[src/rtl/series_pkg.sv]
// Shared constants and FSM state encoding for the series-accumulator bus driver.
package series_pkg;

    localparam int NIB_W           = 4;
    localparam int N_W             = 4;
    localparam int RES_W_DEF       = 16;
    localparam int TIMEOUT_CYC_DEF = 255;

    typedef enum logic [2:0] {
        S_IDLE,
        S_SEND_N,
        S_SEND_X,
        S_START,
        S_WAIT,
        S_HOLD
    } state_t;

endpackage

[src/rtl/series_bus_driver_nibble_serializer.sv]
// Holds a latched x operand and presents it one nibble at a time, MSB first,
// with a flag marking the final nibble.
module nibble_serializer
    import series_pkg::*;
#(
    parameter int NIBBLES = 2
) (
    input  logic                     clk,
    input  logic                     rst,
    input  logic                     load,
    input  logic                     shift,
    input  logic [NIB_W*NIBBLES-1:0] x_in,
    output logic [NIB_W-1:0]         nibble,
    output logic                     last
);

    localparam int X_W   = NIB_W * NIBBLES;
    localparam int CNT_W = (NIBBLES > 1) ? $clog2(NIBBLES) : 1;

    logic [X_W-1:0]   sr;
    logic [CNT_W-1:0] cnt;

    // NOTE: sequential state is written with non-blocking assignments only, so
    // every register samples its inputs from before the clock edge.
    always_ff @(posedge clk or negedge rst) begin
        if (!rst) begin
            sr  <= '0;
            cnt <= '0;
        end else if (load) begin
            sr  <= x_in;
            cnt <= '0;
        end else if (shift) begin
            sr  <= sr << NIB_W;
            cnt <= cnt + CNT_W'(1);
        end
    end

    assign nibble = sr[X_W-1 -: NIB_W];
    assign last   = (cnt == CNT_W'(NIBBLES - 1));

endmodule

[src/rtl/series_bus_driver.sv]
// Initiator for the nibble-bus load protocol: serialises {n, x}, pulses start,
// waits for done and returns the result. Optional WAIT timeout: SERIES_TIMEOUT_EN.
module series_bus_driver
    import series_pkg::*;
#(
    parameter int X_NIBBLES   = 2,
    parameter int RES_W       = RES_W_DEF,
    parameter int TIMEOUT_CYC = TIMEOUT_CYC_DEF
) (
    input  logic                       clk,
    input  logic                       rst,
    input  logic                       req_valid,
    output logic                       req_ready,
    input  logic [NIB_W*X_NIBBLES-1:0] req_x,
    input  logic [N_W-1:0]             req_n,
    output logic [NIB_W-1:0]           in_bus,
    output logic                       n_reg_en,
    output logic                       x_reg_en,
    output logic                       start,
    input  logic                       done,
    input  logic [RES_W-1:0]           result,
    output logic                       resp_valid,
    input  logic                       resp_ready,
    output logic [RES_W-1:0]           resp_data,
    output logic                       resp_err
);

    state_t           state, state_nx;
    logic [N_W-1:0]   n_q;
    logic [NIB_W-1:0] x_nibble;
    logic             x_last;
    logic             accept, shift, capture, timeout;

    nibble_serializer #(.NIBBLES(X_NIBBLES)) u_ser (
        .clk    (clk),
        .rst    (rst),
        .load   (accept),
        .shift  (shift),
        .x_in   (req_x),
        .nibble (x_nibble),
        .last   (x_last)
    );

`ifdef SERIES_TIMEOUT_EN
    logic [7:0] wait_cnt;
    logic       err_q;

    always_ff @(posedge clk or negedge rst) begin
        if (!rst) begin
            wait_cnt <= '0;
            err_q    <= 1'b0;
        end else begin
            if (state == S_START)     wait_cnt <= '0;
            else if (state == S_WAIT) wait_cnt <= wait_cnt + 8'd1;

            if (capture)                                err_q <= !done;
            else if (state == S_HOLD && resp_ready)     err_q <= 1'b0;
        end
    end

    assign timeout  = (state == S_WAIT) && (wait_cnt == 8'(TIMEOUT_CYC - 1));
    assign resp_err = err_q;
`else
    assign timeout  = 1'b0;
    assign resp_err = 1'b0;
`endif

    always_ff @(posedge clk or negedge rst) begin
        if (!rst) begin
            state     <= S_IDLE;
            n_q       <= '0;
            resp_data <= '0;
        end else begin
            state <= state_nx;
            if (accept)  n_q       <= req_n;
            // A timeout completes the response with an all-zero payload.
            if (capture) resp_data <= done ? result : '0;
        end
    end

    // NOTE: every output of this block gets a default before the case, so no
    // path leaves a signal unassigned and no latch is inferred.
    always_comb begin
        state_nx   = state;
        req_ready  = 1'b0;
        resp_valid = 1'b0;
        in_bus     = '0;
        n_reg_en   = 1'b0;
        x_reg_en   = 1'b0;
        start      = 1'b0;
        accept     = 1'b0;
        shift      = 1'b0;
        capture    = 1'b0;
        unique case (state)
            S_IDLE: begin
                req_ready = 1'b1;
                if (req_valid) begin
                    accept   = 1'b1;
                    state_nx = S_SEND_N;
                end
            end
            S_SEND_N: begin
                in_bus   = n_q;
                n_reg_en = 1'b1;
                state_nx = S_SEND_X;
            end
            S_SEND_X: begin
                in_bus   = x_nibble;
                x_reg_en = 1'b1;
                shift    = 1'b1;
                if (x_last) state_nx = S_START;
            end
            S_START: begin
                start    = 1'b1;
                state_nx = S_WAIT;
            end
            S_WAIT: begin
                if (done || timeout) begin
                    capture  = 1'b1;
                    state_nx = S_HOLD;
                end
            end
            S_HOLD: begin
                resp_valid = 1'b1;
                if (resp_ready) state_nx = S_IDLE;
            end
            default: state_nx = S_IDLE;
        endcase
    end

endmodule

[config.mk]
export PLATFORM = sky130hd
export DESIGN_NAME = series_bus_driver
export DESIGN_NICKNAME = d
export VERILOG_FILES = /design/src/rtl/series_pkg.sv /design/src/rtl/series_bus_driver_nibble_serializer.sv /design/src/rtl/series_bus_driver.sv
export SDC_FILE = /design/constraint.sdc
export NUM_CORES = 1
export LEC_CHECK = 0
export ABC_AREA = 1
export BUFFER_PORTS_ARGS = -buffer_cell sky130_fd_sc_hd__buf_4
export CAP_MARGIN = 15
export CORE_MARGIN = 4
export CORE_UTILIZATION = 31
export DETAILED_ROUTE_END_ITERATION = 16
export GPL_ROUTABILITY_DRIVEN = 0
export PLACE_DENSITY = 0.55
export SYNTH_ARGS = -nofsm -noshare
export SYNTH_HDL_FRONTEND = slang
export SYNTH_SLANG_ARGS = --single-unit
export TNS_END_PERCENT = 100
[constraint.sdc]
create_clock -name clk -period 3.3 [get_ports clk]
set_clock_uncertainty 0.15 [all_clocks]
set_input_delay 0.66 -clock clk [delete_from_list [all_inputs] [get_ports clk]]
set_output_delay 0.66 -clock clk [all_outputs]
set_load 0.1 [all_outputs]
==> results.md, run 1 <==
- Outcome: finished, final reports clean
- FILL cells: 472
- Clock insertion delay at the later pin of the skew report: 0.28 ns
- Sort of element at the end of the critical path: primary output
- Worst slew margin: 0.6347
- Worst path required time: 2.49 ns
- Top area cells in the synthesized netlist: dfrtp_1 (54%), nand2_1 (15%), inv_1 (6.6%)
- Cell with the most instances after synthesis: nand2_1
- Syn_area_per_cell: 8.528 sq um
- Full die area: 5958 sq um
- Total number of yosys warnings: 0
- Utilization after layout: 0.4594
- Fraction of post-synthesis cell area in the top cell type by area: 0.5396
- Final cycle utilization of the critical path: 0.7476
- Number of vias per cell after detailed routing: 4.290
- Number of enable-type register cells in the synthesized netlist: 0
- Setup repair after global routing missed its margin: no
- Placeable Area: 4504 sq um
- Fraction of registers with async set or reset after synthesis: 1.000
- Number of vias after detailed routing: around 1.2k
- Antenna violations before repair: 0
- Estimated wirelength of the detail-placed design: 2.415 mm
- Number of slew-limit violations in the final report: 0
- Synth Area in Compound Gates: 0.08938
- Cells resized by post-CTS repair: 0
- Synth cell types: 22
- Min Tclk post-route: 2.467 ns
- Post-synth top flop: dfrtp_1
- Adder-cell share of the synthesized area: 0
- Post-layout net count: 266
- Ant. Diodes: 0
- Simple-gate share of the synthesized area: 0.2707
- Largest family of logic cells by synthesized area: simple AND/OR/NAND/NOR gates
- Total congestion overflow after global routing: 0
- Count of endpoints failing hold in the final timing report: 0
- Vias in the first global route: 1280
- TritonCTS sink count: 32
- Final-report setup violation count: 0
- Post-synthesis instance area: 1484 sq um
- Final Hold Slack: 0.1544 ns
- Number of buffers added by the clock tree synthesis step: 5
- Standard-cell rows: 24
- Clock slew at reported path FFs: 0.07 ns
- CTS H-tree lvls: 2
- DRT Wirelength: 3.217 mm
- Combined area of the multi-input logic cells: 538.0 sq um
- Fraction of layout cells with a size suffix above 1: 0.3291
- Routed len/inst: 11.25 um
- Reg area: about 800 sq um
- Initial core utilization: 0.3294
- Gate count after technology mapping: between 150 and 200
- Critical Path Start Type: register
- Maximum capacitance violations: 0
- Critical Setup Path Class: register to primary output
- Die span in x: 77.19 um
- Max Fanout on Critical Path: 10
- Height of the chip: 77.19 um
- Largest net degree at the start of global routing: 33
- Mux contribution to synthesized area: 0
- Synthesis-stage register bit count: 32
- Number of port buffers: 57
- Count of unresolved DRC violations after routing: 0
- Sequential element share of the synthesized area: 0.5396
- Net Count, Synth: a little over 200
- Clock tree from TritonCTS: yes
- Layout Area Growth over Synthesis: 39.46%
- Number of primary I/O pins: 59
- First-iteration detailed-routing DRC count: 58
- Leading cell types by count after synthesis: nand2_1 (59), dfrtp_1 (32), inv_1 (26), o21ai_1 (12), nand3_1 (10)
- Total Neg Setup Slack: 0 ns
- Yosys top cell by area: dfrtp_1
- Register-to-register setup slack: between 1.5 and 2 ns
- Class of the tightest hold or removal check: input pin to asynchronous set/reset pin
- DRT antenna net count: 0
- Number of post-CTS setup repair buffers: 0
- Aggregate global-route resource usage: 0.1189
- Cts hold-fix bufs: 0
- Fmax achieved: around 410 MHz
- Synthesized-area fraction occupied by xor and xnor cells: 0
- Library cell used as clock root buffer: clkbuf_8
- Worst Max-Slew Pin Slew: 0.5473 ns
- Number of buffers on the longest clock path: 2
- DRT Pass-1 Iters: 4
- Arrival time worst endpoint: between 1.5 and 2 ns
- Wire length of the first global-routing pass: ~5.6 mm
through the flow:
stage / area, sq um / cells / setup WS (ns)
floorplan: 1484 / 174 / 0.2817
global placement: 1943 / 278 / 1.152
detailed placement: 1943 / 278 / 1.148
CTS: 2069 / 286 / 0.8139
global route: 2069 / 286 / 0.6940
finish: 2069 / 286 / 0.8329
worst paths after layout:
path                                from            end  cells after the start
max in group asynchronous            rst    u_ser.sr[5]                      1
worst min register to register    n_q[0]         n_q[0]                      2
min in group clk                  n_q[0]         n_q[0]                      2
worst min-delay path                 rst  resp_data[12]                      1
worst max-delay path            state[2]      in_bus[3]                      5
worst max register to register  state[0]  resp_data[10]                      3
area by class of cell:
| class | instances | area share |
|---|---|---|
| flip-flops and latches | 32 | 0.3869 |
| clock inverters | 1 | 0.01451 |
| multi-input cells | 108 | 0.2600 |
| inverters | 29 | 0.05381 |
| repair buffers | 57 | 0.2068 |
| well taps | 52 | 0.03144 |
| clock buffers | 7 | 0.04655 |
critical path, cell delays in order, from the launching register on:
cell and delay [ns]:
dfrtp_1 0.45, inv_2 0.16, nand3_2 0.14, inv_4 0.16
a22o_1 0.17, buf_4 0.29
registers in the layout (all words and copies together) (netlist names):
signal,flops
resp_data,16
u_ser.sr,8
n_q,4
state,3
u_ser.last,1
per-layer routing:
layer / track usage / up-vias / share of wire
met5: 0 / - / 0
met2: 0.1788 / 44 / 0.44
met3: 0.06674 / 6 / 0.11
met4: 0.04270 / 0 / 0.012
met1: 0.1417 / 524 / 0.44
li1: - / 653 / -
cells in the final DEF (no fill, tap or decap), drive strengths merged:
| master | n |
|---|---|
| conb | 1 |
| nand2 | 62 |
| o21ai | 17 |
| buf | 57 |
| inv | 29 |
| nor2 | 8 |
| clkbuf | 7 |
| a21oi | 1 |
| dfrtp | 32 |
| bufinv | 1 |
| o21bai | 1 |
| nand4 | 1 |
| nand3 | 13 |
| a22o | 4 |
logic make-up after synthesis:
| kind of cell | count (synthesis) |
|---|---|
| AO/OA/AOI/OAI | 23 |
| other | 1 |
| buffers and inverters | 34 |
| flip-flops | 32 |
| AND/OR/NAND/NOR | 84 |
Power of run 1 is not shown: default switching activity piles up to over one toggle a cycle in this logic, so the estimate is an artifact.
==> run 2: changes to the inputs <==
clock period = 2.5 ns   (was 3.3 ns; I/O delays follow)
==> run 2 against run 1 <==
  * Register-to-register slack lost 0.83 ns
  * Flip-flop and latch count is the same
  * Die area unchanged
  * Cell area fell by 1.8%
  * Clock-buffer cell count down 1
  * Utilization down 0.83 points
  * Hold slack got worse by 0.15 ns
  * Sequential share of layout area rose by 0.71 points
  * First-iteration DRC count is 14% higher
  * Critical path type unchanged
==> results.md, run 2 (synthesis gave the netlist of run 1 again) <==
- Outcome: finished, final reports clean (unchanged)
- Min Tclk post-route: ~2.3 ns
- Most used cells in the layout excluding fill and tap cells: nand2_1 (59), buf_4 (57), dfrtp_1 (32), inv_1 (25), o21ai_1 (12) (was nand2_1 (59), buf_4 (57), dfrtp_1 (32), inv_1 (26), o21ai_1 (12))
- Class of the tightest hold or removal check: input pin to asynchronous set/reset pin (unchanged)
- Maximum capacitance violations: 0 (unchanged)
- Post-layout net count: 266 (unchanged)
- Number of port buffers: 57 (unchanged)
- Clock tree from TritonCTS: yes (unchanged)
- Flip-flop count of the largest register, all copies and words added: 16 (unchanged)
- Standard-cell rows: 24 (unchanged)
- Number of vias after detailed routing: 1251 (was 1227)
- Number of slew-limit violations in the final report: 0 (unchanged)
- Ant. Diodes: 0 (unchanged)
- Number of buffers added by the clock tree synthesis step: 5 (unchanged)
- Most frequent standard cell in the layout excluding fill and tap cells: nand2_1 (unchanged)
- Vias in the first global route: 1210 (was 1280)
- Reg-to-reg startpoint: state[0] (unchanged)
- Placeable Area: 4504 sq um (unchanged)
- Initial core utilization: 0.3294 (unchanged)
- Count of endpoints failing hold in the final timing report: 0 (unchanged)
- Worst slew margin: 0.6302 (was 0.6347)
- TritonCTS sink count: 32 (unchanged)
- Highest-delay cell along the critical path: dfrtp_1 (unchanged)
- Routed len/inst: 11.73 um (was 11.25 um)
- Library cell used as clock root buffer: clkbuf_8 (unchanged)
- Sort of element at the end of the critical path: primary output (unchanged)
- Number of post-CTS setup repair buffers: 0 (unchanged)
- DRT Wirelength: 3.343 mm (was 3.217 mm)
- Total Neg Setup Slack: 0 ns (unchanged)
- Max Fanout on Critical Path: 7 (was 10)
- R2r endpoint: resp_data[10] (unchanged)
- Aggregate global-route resource usage: 0.1180 (was 0.1189)
- Cells resized by post-CTS repair: 0 (unchanged)
- Fmax achieved: 430.6 MHz
- Height of the chip: 77.19 um (unchanged)
- Fraction of layout cells with a size suffix above 1: 0.3476 (was 0.3291)
- Largest registers: resp_data: 16 flops, u_ser.sr: 8 flops, n_q: 4 flops (unchanged)
- Number of primary I/O pins: 59 (unchanged)
- Clock slew at reported path FFs: 0.06 ns (was 0.07 ns)
- Top register by number of flip-flops: resp_data (unchanged)
- Worst path required time: 1.85 ns (was 2.49 ns)
- Full die area: 5958 sq um (unchanged)
- DRT Pass-1 Iters: 4 (unchanged)
- Worst Max-Slew Pin Slew: 0.5540 ns (was 0.5473 ns)
- Register-to-register setup slack: 0.76 ns (was 1.59 ns)
- Cell breakdown of the critical path: inv_2, nand3_1, clkinvlp_4, a22o_2, buf_4 (was inv_2, nand3_2, inv_4, a22o_1, buf_4)
- Largest net degree at the start of global routing: 33 (unchanged)
- Antenna violations before repair: 0 (unchanged)
- Total congestion overflow after global routing: 0 (unchanged)
- First-iteration detailed-routing DRC count: 66 (was 58)
- Largest incremental delay on the critical path: 0.47 ns (was 0.45 ns)
- Wire length of the first global-routing pass: 5.623 mm (was 5.609 mm)
- Critical Setup Path Class: register to primary output (unchanged)
- Setup repair after global routing missed its margin: no (unchanged)
- Arrival time worst endpoint: 1.67 ns (was 1.66 ns)
- Layout Area Growth over Synthesis: 36.93% (was 39.46%)
- Number of buffers on the longest clock path: 2 (unchanged)
- Number of vias per cell after detailed routing: 4.389 (was 4.290)
- Count of unresolved DRC violations after routing: 0 (unchanged)
- Clock insertion delay at the later pin of the skew report: 0.27 ns (was 0.28 ns)
- Critical Path Start Type: register (unchanged)
- CTS H-tree lvls: 2 (unchanged)
- Worst R2R Path Depth: 3 (unchanged)
- Cts hold-fix bufs: 0 (unchanged)
- DRT antenna net count: 0 (unchanged)
- Estimated wirelength of the detail-placed design: 2.539 mm (was 2.415 mm)
- Final-report setup violation count: 0 (unchanged)
- Die span in x: 77.19 um (unchanged)
- Final cycle utilization of the critical path: 0.9289
## run 2: changes by cell type in the layout (fill, tap and decap cells not counted), sizes merged
| cell | delta |
|---|---|
| inv | -1 |
| bufinv | -1 |
| clkinvlp | +1 |
| clkbuf | -1 |
| clkinv | +1 |
## run 2: critical path: cells and delay by family (launching register included)
kind                   cells  cell delay, ns
DFF                        1            0.47
AOI/OAI and AO/OA          1            0.22
buffers and inverters      3            0.53
and+or+nand+nor            1            0.18
## run 2: layout make-up
type                    instances  area, sq um
clock inverters                 1        5.005
well taps                      52        65.06
inverters                      29        115.1
fillers                       462         2472
flip-flops and latches         32        800.8
clock buffers                   6        72.57
multi-input cells             108        545.5
repair buffers                 57        427.9
## run 2: how the worst max path moves through the flow
stage / cells past startpoint / from / slack, ns / end
floorplan: 4 / state[2] / 0.12 / in_bus[0]
global placement: 5 / state[2] / 0.51 / in_bus[3]
detailed placement: 5 / state[2] / 0.46 / in_bus[0]
CTS: 5 / state[2] / 0.16 / in_bus[0]
global route: 5 / state[2] / 0.06 / in_bus[3]
finish: 5 / state[2] / 0.18 / in_bus[0]
## run 2: layer usage
layer / vias up / wire length, um / share of wire / track usage
li1: 649 / - / - / -
met1: 551 / 1492 / 0.45 / 0.1436
met2: 46 / 1452 / 0.43 / 0.1831
met3: 5 / 361 / 0.11 / 0.06089
met4: 0 / 37 / 0.011 / 0.03203
met5: - / 0 / 0 / 0
## run 2: per-stage QoR
stage / utilization / cell area, sq um / hold WS [ns] / setup slack [ns] / cells
after detailed placement: 0.4339 / 1954 / 0.3133 / 0.4587 / 278
after global routing: 0.4511 / 2032 / 0.02923 / 0.06468 / 285
final: 0.4511 / 2032 / 0.0009130 / 0.1776 / 285
after floorplan: - / 1495 / 0.05441 / 0.1160 / 174
after CTS: 0.4511 / 2032 / 0.01044 / 0.1595 / 285
after global placement: 0.4339 / 1954 / 0.3113 / 0.5064 / 278
Power of run 2 is left out for the same reason.
